**config.mk**
```make
export PLATFORM = sky130hd
export DESIGN_NAME = adc_frame_packager_flat
export DESIGN_NICKNAME = d
export VERILOG_FILES = /design/src/rtl/adc_frame_packager_pkg.sv /design/src/rtl/adc_frame_packager_if.sv /design/src/rtl/adc_frame_packager_byte_select.sv /design/src/rtl/adc_frame_packager.sv /design/src/flat_wrapper.sv
export SDC_FILE = /design/constraint.sdc
export NUM_CORES = 1
export LEC_CHECK = 0
export CAP_MARGIN = 20
export CORE_ASPECT_RATIO = 1.25
export CORE_MARGIN = 2
export CORE_UTILIZATION = 59
export CTS_BUF_LIST = sky130_fd_sc_hd__clkbuf_16
export DETAILED_ROUTE_END_ITERATION = 8
export PLACE_DENSITY_LB_ADDON = 0.2
export SYNTH_ARGS = -nofsm -noshare
export SYNTH_HDL_FRONTEND = slang
export SYNTH_SLANG_ARGS = --single-unit
```
**constraint.sdc**
```tcl
create_clock -name clk -period 3.41 [get_ports clk]
set_clock_uncertainty 0.1 [all_clocks]
set_input_delay 0.5115 -clock clk [delete_from_list [all_inputs] [get_ports clk]]
set_output_delay 0.5115 -clock clk [all_outputs]
set_load 0.03 [all_outputs]
```
**src/rtl/adc_frame_packager_pkg.sv**
```systemverilog
// Shared encodings and helpers for the ADC frame packagers.
package adc_packager_pkg;

    localparam logic [2:0] ST_IDLE  = 3'd0;
    localparam logic [2:0] ST_START = 3'd1;
    localparam logic [2:0] ST_DATA  = 3'd2;
    localparam logic [2:0] ST_CHK   = 3'd3;
    localparam logic [2:0] ST_END   = 3'd4;

    localparam logic [7:0] DEFAULT_START_BYTE = 8'h00;
    localparam logic [7:0] DEFAULT_END_BYTE   = 8'hFF;

    function automatic int bytes_per_sample(input int width);
        return width / 8;
    endfunction

endpackage

```
**src/rtl/adc_frame_packager_if.sv**
```systemverilog
// Sample input, frame request and byte-stream handshake between the capture
// front-end, the packager and the byte transport.
interface adc_frame_packager_if #(
    parameter int ADC_DATA_WIDTH = 16,
    parameter int ADC_COUNT      = 6
) ();

    logic [ADC_COUNT*ADC_DATA_WIDTH-1:0] data_adc;
    logic                                write_enable;
    logic                                sync_pulse;
    logic                                out_ready;
    logic [7:0]                          data_out;
    logic                                data_valid;
    logic                                frame_active;
    logic                                overrun;

    modport master (
        output data_adc, write_enable, sync_pulse, out_ready,
        input  data_out, data_valid, frame_active, overrun
    );

    modport slave (
        input  data_adc, write_enable, sync_pulse, out_ready,
        output data_out, data_valid, frame_active, overrun
    );

endinterface

```
**src/rtl/adc_frame_packager_byte_select.sv**
```systemverilog
// Picks one byte (MSB byte first) of one channel out of a flattened sample word.
// Purely combinational: zero latency, no backpressure.
module adc_byte_select
    import adc_packager_pkg::*;
#(
    parameter int ADC_DATA_WIDTH = 16,
    parameter int ADC_COUNT      = 6,
    parameter int CHAN_W         = $clog2(ADC_COUNT + 1),
    parameter int BYTE_W         = $clog2(ADC_DATA_WIDTH / 8 + 1)
) (
    input  logic [ADC_COUNT*ADC_DATA_WIDTH-1:0] snapshot,
    input  logic [CHAN_W-1:0]                   chan_idx,
    input  logic [BYTE_W-1:0]                   byte_idx,
    output logic [7:0]                          byte_out
);

    localparam int BYTES = bytes_per_sample(ADC_DATA_WIDTH);

    // Out-of-range indices (e.g. the terminal chan_idx) yield 0.
    always_comb begin
        byte_out = 8'h00;
        for (int c = 0; c < ADC_COUNT; c++) begin
            for (int b = 0; b < BYTES; b++) begin
                if (chan_idx == CHAN_W'(c) && byte_idx == BYTE_W'(b)) begin
                    byte_out = snapshot[c*ADC_DATA_WIDTH + (BYTES-1-b)*8 +: 8];
                end
            end
        end
    end

endmodule

```
**src/rtl/adc_frame_packager.sv**
```systemverilog
// Frames a snapshot of all ADC channels as START, sample bytes, [XOR checksum if PACKAGER_CHECKSUM_EN], END.
// First byte valid the cycle after sync_pulse; one byte per cycle while out_ready, byte held while !out_ready.
module adc_frame_packager
    import adc_packager_pkg::*;
#(
    parameter int         ADC_DATA_WIDTH = 16,
    parameter int         ADC_COUNT      = 6,
    parameter logic [7:0] START_BYTE     = DEFAULT_START_BYTE,
    parameter logic [7:0] END_BYTE       = DEFAULT_END_BYTE
) (
    input  logic                 clk,
    input  logic                 rst,
    adc_frame_packager_if.slave  bus
);

    localparam int BYTES  = bytes_per_sample(ADC_DATA_WIDTH);
    localparam int CHAN_W = $clog2(ADC_COUNT + 1);
    localparam int BYTE_W = $clog2(BYTES + 1);
    localparam int SAMP_W = ADC_COUNT * ADC_DATA_WIDTH;

    logic [SAMP_W-1:0] shadow;
    logic [SAMP_W-1:0] snapshot;
    logic [2:0]        state;
    logic [CHAN_W-1:0] chan_idx;
    logic [BYTE_W-1:0] byte_idx;
    logic              overrun_q;
    logic [7:0]        sel_byte;
    logic [7:0]        out_byte;
    logic              xfer;
    logic              chan_wrap;
    logic              last_byte;
`ifdef PACKAGER_CHECKSUM_EN
    logic [7:0]        chk_acc;
`endif

    adc_byte_select #(
        .ADC_DATA_WIDTH (ADC_DATA_WIDTH),
        .ADC_COUNT      (ADC_COUNT),
        .CHAN_W         (CHAN_W),
        .BYTE_W         (BYTE_W)
    ) u_byte_select (
        .snapshot (snapshot),
        .chan_idx (chan_idx),
        .byte_idx (byte_idx),
        .byte_out (sel_byte)
    );

    assign xfer      = (state != ST_IDLE) && bus.out_ready;
    assign chan_wrap = (byte_idx == BYTE_W'(BYTES - 1));
    assign last_byte = chan_wrap && (chan_idx == CHAN_W'(ADC_COUNT - 1));

    always_ff @(posedge clk) begin
        if (rst) begin
            shadow    <= '0;
            snapshot  <= '0;
            state     <= ST_IDLE;
            chan_idx  <= '0;
            byte_idx  <= '0;
            overrun_q <= 1'b0;
`ifdef PACKAGER_CHECKSUM_EN
            chk_acc   <= 8'h00;
`endif
        end else begin
            overrun_q <= bus.sync_pulse && (state != ST_IDLE);
            if (bus.write_enable) begin
                shadow <= bus.data_adc;
            end
            case (state)
                ST_IDLE: begin
                    if (bus.sync_pulse) begin
                        // A write landing on the start cycle must make it into this frame.
                        snapshot <= bus.write_enable ? bus.data_adc : shadow;
                        chan_idx <= '0;
                        byte_idx <= '0;
                        state    <= ST_START;
`ifdef PACKAGER_CHECKSUM_EN
                        chk_acc  <= 8'h00;
`endif
                    end
                end
                ST_START: begin
                    if (xfer) state <= ST_DATA;
                end
                ST_DATA: begin
                    if (xfer) begin
`ifdef PACKAGER_CHECKSUM_EN
                        chk_acc <= chk_acc ^ sel_byte;
`endif
                        if (chan_wrap) begin
                            byte_idx <= '0;
                            chan_idx <= chan_idx + CHAN_W'(1);
                        end else begin
                            byte_idx <= byte_idx + BYTE_W'(1);
                        end
                        if (last_byte) begin
`ifdef PACKAGER_CHECKSUM_EN
                            state <= ST_CHK;
`else
                            state <= ST_END;
`endif
                        end
                    end
                end
`ifdef PACKAGER_CHECKSUM_EN
                ST_CHK: begin
                    if (xfer) state <= ST_END;
                end
`endif
                ST_END: begin
                    if (xfer) state <= ST_IDLE;
                end
                default: state <= ST_IDLE;
            endcase
        end
    end

    // Outputs decode from registered state only, so they cannot move while a byte waits for out_ready.
    always_comb begin
        out_byte = 8'h00;
        case (state)
            ST_START: out_byte = START_BYTE;
            ST_DATA:  out_byte = sel_byte;
`ifdef PACKAGER_CHECKSUM_EN
            ST_CHK:   out_byte = chk_acc;
`endif
            ST_END:   out_byte = END_BYTE;
            default:  out_byte = 8'h00;
        endcase
    end

    assign bus.data_out     = out_byte;
    assign bus.data_valid   = (state != ST_IDLE);
    assign bus.frame_active = (state != ST_IDLE);
    assign bus.overrun      = overrun_q;

endmodule

```
**src/flat_wrapper.sv**
```systemverilog
// flat-port wrapper written by rule: the top's interface ports become plain ports
module adc_frame_packager_flat import adc_packager_pkg::*;
#(
    parameter int         ADC_DATA_WIDTH = 16,
    parameter int         ADC_COUNT      = 6,
    parameter logic [7:0] START_BYTE     = DEFAULT_START_BYTE,
    parameter logic [7:0] END_BYTE       = DEFAULT_END_BYTE
)
  (clk, rst, bus_data_adc, bus_write_enable, bus_sync_pulse, bus_out_ready, bus_data_out, bus_data_valid, bus_frame_active, bus_overrun);
  adc_frame_packager_if #(.ADC_DATA_WIDTH(ADC_DATA_WIDTH), .ADC_COUNT(ADC_COUNT)) bus_i ();
  input  logic clk;
  input  logic rst;
  input wire logic [$bits(bus_i.data_adc)-1:0] bus_data_adc;
  input wire logic [$bits(bus_i.write_enable)-1:0] bus_write_enable;
  input wire logic [$bits(bus_i.sync_pulse)-1:0] bus_sync_pulse;
  input wire logic [$bits(bus_i.out_ready)-1:0] bus_out_ready;
  output wire logic [$bits(bus_i.data_out)-1:0] bus_data_out;
  output wire logic [$bits(bus_i.data_valid)-1:0] bus_data_valid;
  output wire logic [$bits(bus_i.frame_active)-1:0] bus_frame_active;
  output wire logic [$bits(bus_i.overrun)-1:0] bus_overrun;
  assign bus_i.data_adc = bus_data_adc;
  assign bus_i.write_enable = bus_write_enable;
  assign bus_i.sync_pulse = bus_sync_pulse;
  assign bus_i.out_ready = bus_out_ready;
  assign bus_data_out = bus_i.data_out;
  assign bus_data_valid = bus_i.data_valid;
  assign bus_frame_active = bus_i.frame_active;
  assign bus_overrun = bus_i.overrun;
  adc_frame_packager #(.ADC_DATA_WIDTH(ADC_DATA_WIDTH), .ADC_COUNT(ADC_COUNT), .START_BYTE(START_BYTE), .END_BYTE(END_BYTE)) u_core (.clk(clk), .rst(rst), .bus(bus_i));
endmodule
```
==> metrics <==
top routing layer used=met4; startpoint types=register; CP startpoint=u_core.chan_idx[0]; Clk pin slew, worst setup/hold paths=60 ps; initial drt markers=413; HPWL after DPL=13.0 mm; ranking of synthesized cells by area=dfxtp_1 (49%), mux2i_1 (13%), nor2_1 (9.5%); Slew Limit Fails=0; hold_buf cts=0; CP arrival=2710 ps; metal2 WL=9.18 mm; post-synth top area share=48.9%; Syn-to-layout area delta=23.1%; asr flop ratio synth=0%; total global routing overflow=0; syn nets=995; fill cell count=1041; syn_area_per_cell=9.25 µm²; routed via count=6566; Rel. slew slack=55.7%; Initial Util=60.1%; 1st-pass router iterations=5; Max clock buf depth=3; Max VDD drop=0.408 mV; PortBufs=111; sw power=1.27 mW; Final #Nets=1069; fraction of layout cells with a size suffix above 1=7.60%; clock group share of total power=39.8%; Post-Layout Cell Count=1149; antenna violations before repair=0; Hold Vio Cnt, Final=0; Tmin final=3320 ps; Static Leak=4.05 nW; total power divided by cell area=533 nW/µm²; WP data required=2800 ps; TritonCTS clock tree=built; RR Startpoint=u_core.byte_idx[0]; area leader, netlist=dfxtp_1; sw frac=23.4%; Tot GR Track Use=26.3%; number of cell rows=48; vias in the first global route=6215; CP max FO=16; total of max-cap violations=0; first-pass GRT wire length=31.3 mm; DRT met1 WL=8.91 mm; Final Wtd Congestion=0.963; DRC errors left=0; CTS Root Cell=clkbuf_16; number of synthesized flops with an enable pin=0; f_max=0.301 GHz; vias per inst=5.71; Worst-Margin Slew=665 ps; critical path class=reg2out; CP endpoint kind=output pin; register bit count reported by yosys=201; Worst Setup EP=bus_data_out[1]; Int Pwr=4.14 mW; setup TNS=0 ps; Ant. Diodes=0; Synth Flop Type=dfxtp_1; # setup viols final=0; register-to-register path setup slack=1400 ps; Core Footprint=13700 µm²; Synthesis Warnings=0; Die W=110 µm; unrepaired setup endpoints after global routing=false; routed len/inst=16.9 µm; CTS HTree Levels=1; setup bufs post-CTS=0; Post-Syn Area=8220 µm²; met3 WL=852 µm; R2R depth=6; sequential share of power=48.6%; Worst Hold Class=in2reg; most common cell in the netlist=nor2_1; chip height=136 µm; fin crit share=97.4%; CTS Buf Count=19; register area share after synthesis=48.9%; post-synth cell types=58; r2r endpoint=u_core.chan_idx[2]; Post-Synthesis Cells=889; # IOs=112; Skew-Pair Late Insertion Delay=480 ps; post-route ant nets=0; DP Cell Count=1117; Combinational Power Share=11.6%; outcome=finished clean; Commonest cells post-synth=nor2_1 (208), dfxtp_1 (201), mux2i_1 (108); die area=14900 µm²; Total Wirelength=19.4 mm; clock sinks=201; largest net degree at the start of global routing=97
-- cell usage in the layout, fill, tap and decap left out, types with 4 or more instances in the layout --
| cell type | count |
|---|---|
| nor2_1 | 208 |
| dfxtp_1 | 200 |
| mux2i_1 | 108 |
| a211oi_1 | 101 |
| clkdlybuf4s50_1 | 101 |
| a21oi_1 | 28 |
| o21ai_0 | 24 |
| nand2_1 | 22 |
| buf_4 | 20 |
| clkbuf_16 | 19 |
| inv_1 | 16 |
| buf_12 | 8 |
| nand3_1 | 7 |
| nand2b_1 | 5 |
| mux2_2 | 5 |
| o22ai_1 | 5 |
| nor2b_1 | 4 |
| a22oi_1 | 4 |
| o211ai_1 | 4 |
| a221oi_1 | 4 |
| and3_1 | 4 |
| a221o_1 | 4 |
| ha_1 | 4 |
| clkinv_1 | 4 |
| bufinv_16 | 4 |
-- area by class of cell --
class | count | area [µm²] | share of cell area, %
well taps | 175 | 219 | 2.16
repair buffers | 131 | 1340 | 13.2
clock buffers | 19 | 475 | 4.70
multi-input cells | 597 | 3860 | 38.1
inverters | 13 | 48.8 | 0.482
clock inverters | 13 | 155 | 1.53
flip-flops and latches | 201 | 4030 | 39.8
-- per-stage QoR --
step	power (mW)	hold WS [ps]	utilization, %	area [µm²]	setup slack [ps]
floorplan	3.05	356	-	8220	441
global placement	3.28	372	69.0	9450	362
detailed placement	3.29	380	69.0	9450	325
CTS	5.43	377	73.8	10100	53.5
global route	5.61	400	73.9	10100	5.18
finish	5.40	371	73.9	10100	87.6
-- power by group through the flow --
stage / logic [mW] / clock network, mW / registers, mW
after floorplan: 0.418 / 0 / 2.63
after detailed placement: 0.622 / 0 / 2.67
after global routing: 0.703 / 2.27 / 2.64
after CTS: 0.631 / 2.17 / 2.62
after global placement: 0.609 / 0 / 2.67
final: 0.628 / 2.15 / 2.63
-- per-layer routing --
metal  global-route usage (%)  vias up
li1                         -     3307
met1                     36.4     3061
met2                     42.7      162
met3                     3.31       36
met4                     8.30        0
met5                        0        -
-- worst max-delay path, stage by stage, from the launching register on --
cell,delay (ps)
dfxtp_1,410
inv_1,90
ha_1,230
buf_4,200
and3b_2,280
a221o_1,340
a22o_1,250
a41oi_2,270
buf_12,160
-- state kept, by name (all words and copies together) (netlist names) --
register	count
u_core.snapshot	96
u_core.chan_idx	3
u_core.state	3
u_core.shadow	96
u_core.byte_idx	2
u_core.bus.overrun	1
-- worst min path at each step --
stage                                 start                end  cells after the start  slack, ps
after floorplan            u_core.shadow[0]   u_core.shadow[0]                      2        360
after global placement    u_core.shadow[81]  u_core.shadow[81]                      2        370
after detailed placement  u_core.shadow[85]  u_core.shadow[85]                      2        380
after CTS                               rst  u_core.shadow[34]                      2        380
after global routing                    rst  u_core.shadow[26]                      2        400
final                                   rst  u_core.shadow[29]                      2        370
-- timing repair --
item                                    in CTS  in global routing
hold endpoints to repair                     0                  0
endpoints found under the setup margin       6                  6
gates resized for setup                      4                  6
-- logic make-up (layout without fill, tap and decap cells) --
logic type               Yosys count  after routing  synth area share, %
multiplexers                     113            113                 13.8
adder cells (fa/ha/maj)            5              5                0.761
AND/OR/NAND/NOR                  278            278                 14.6
AO/OA/AOI/OAI                    201            201                 17.1
buffers and inverters             91            176                 4.70
flip-flops                       201            201                 48.9
Power figures use the tool's default switching activity.
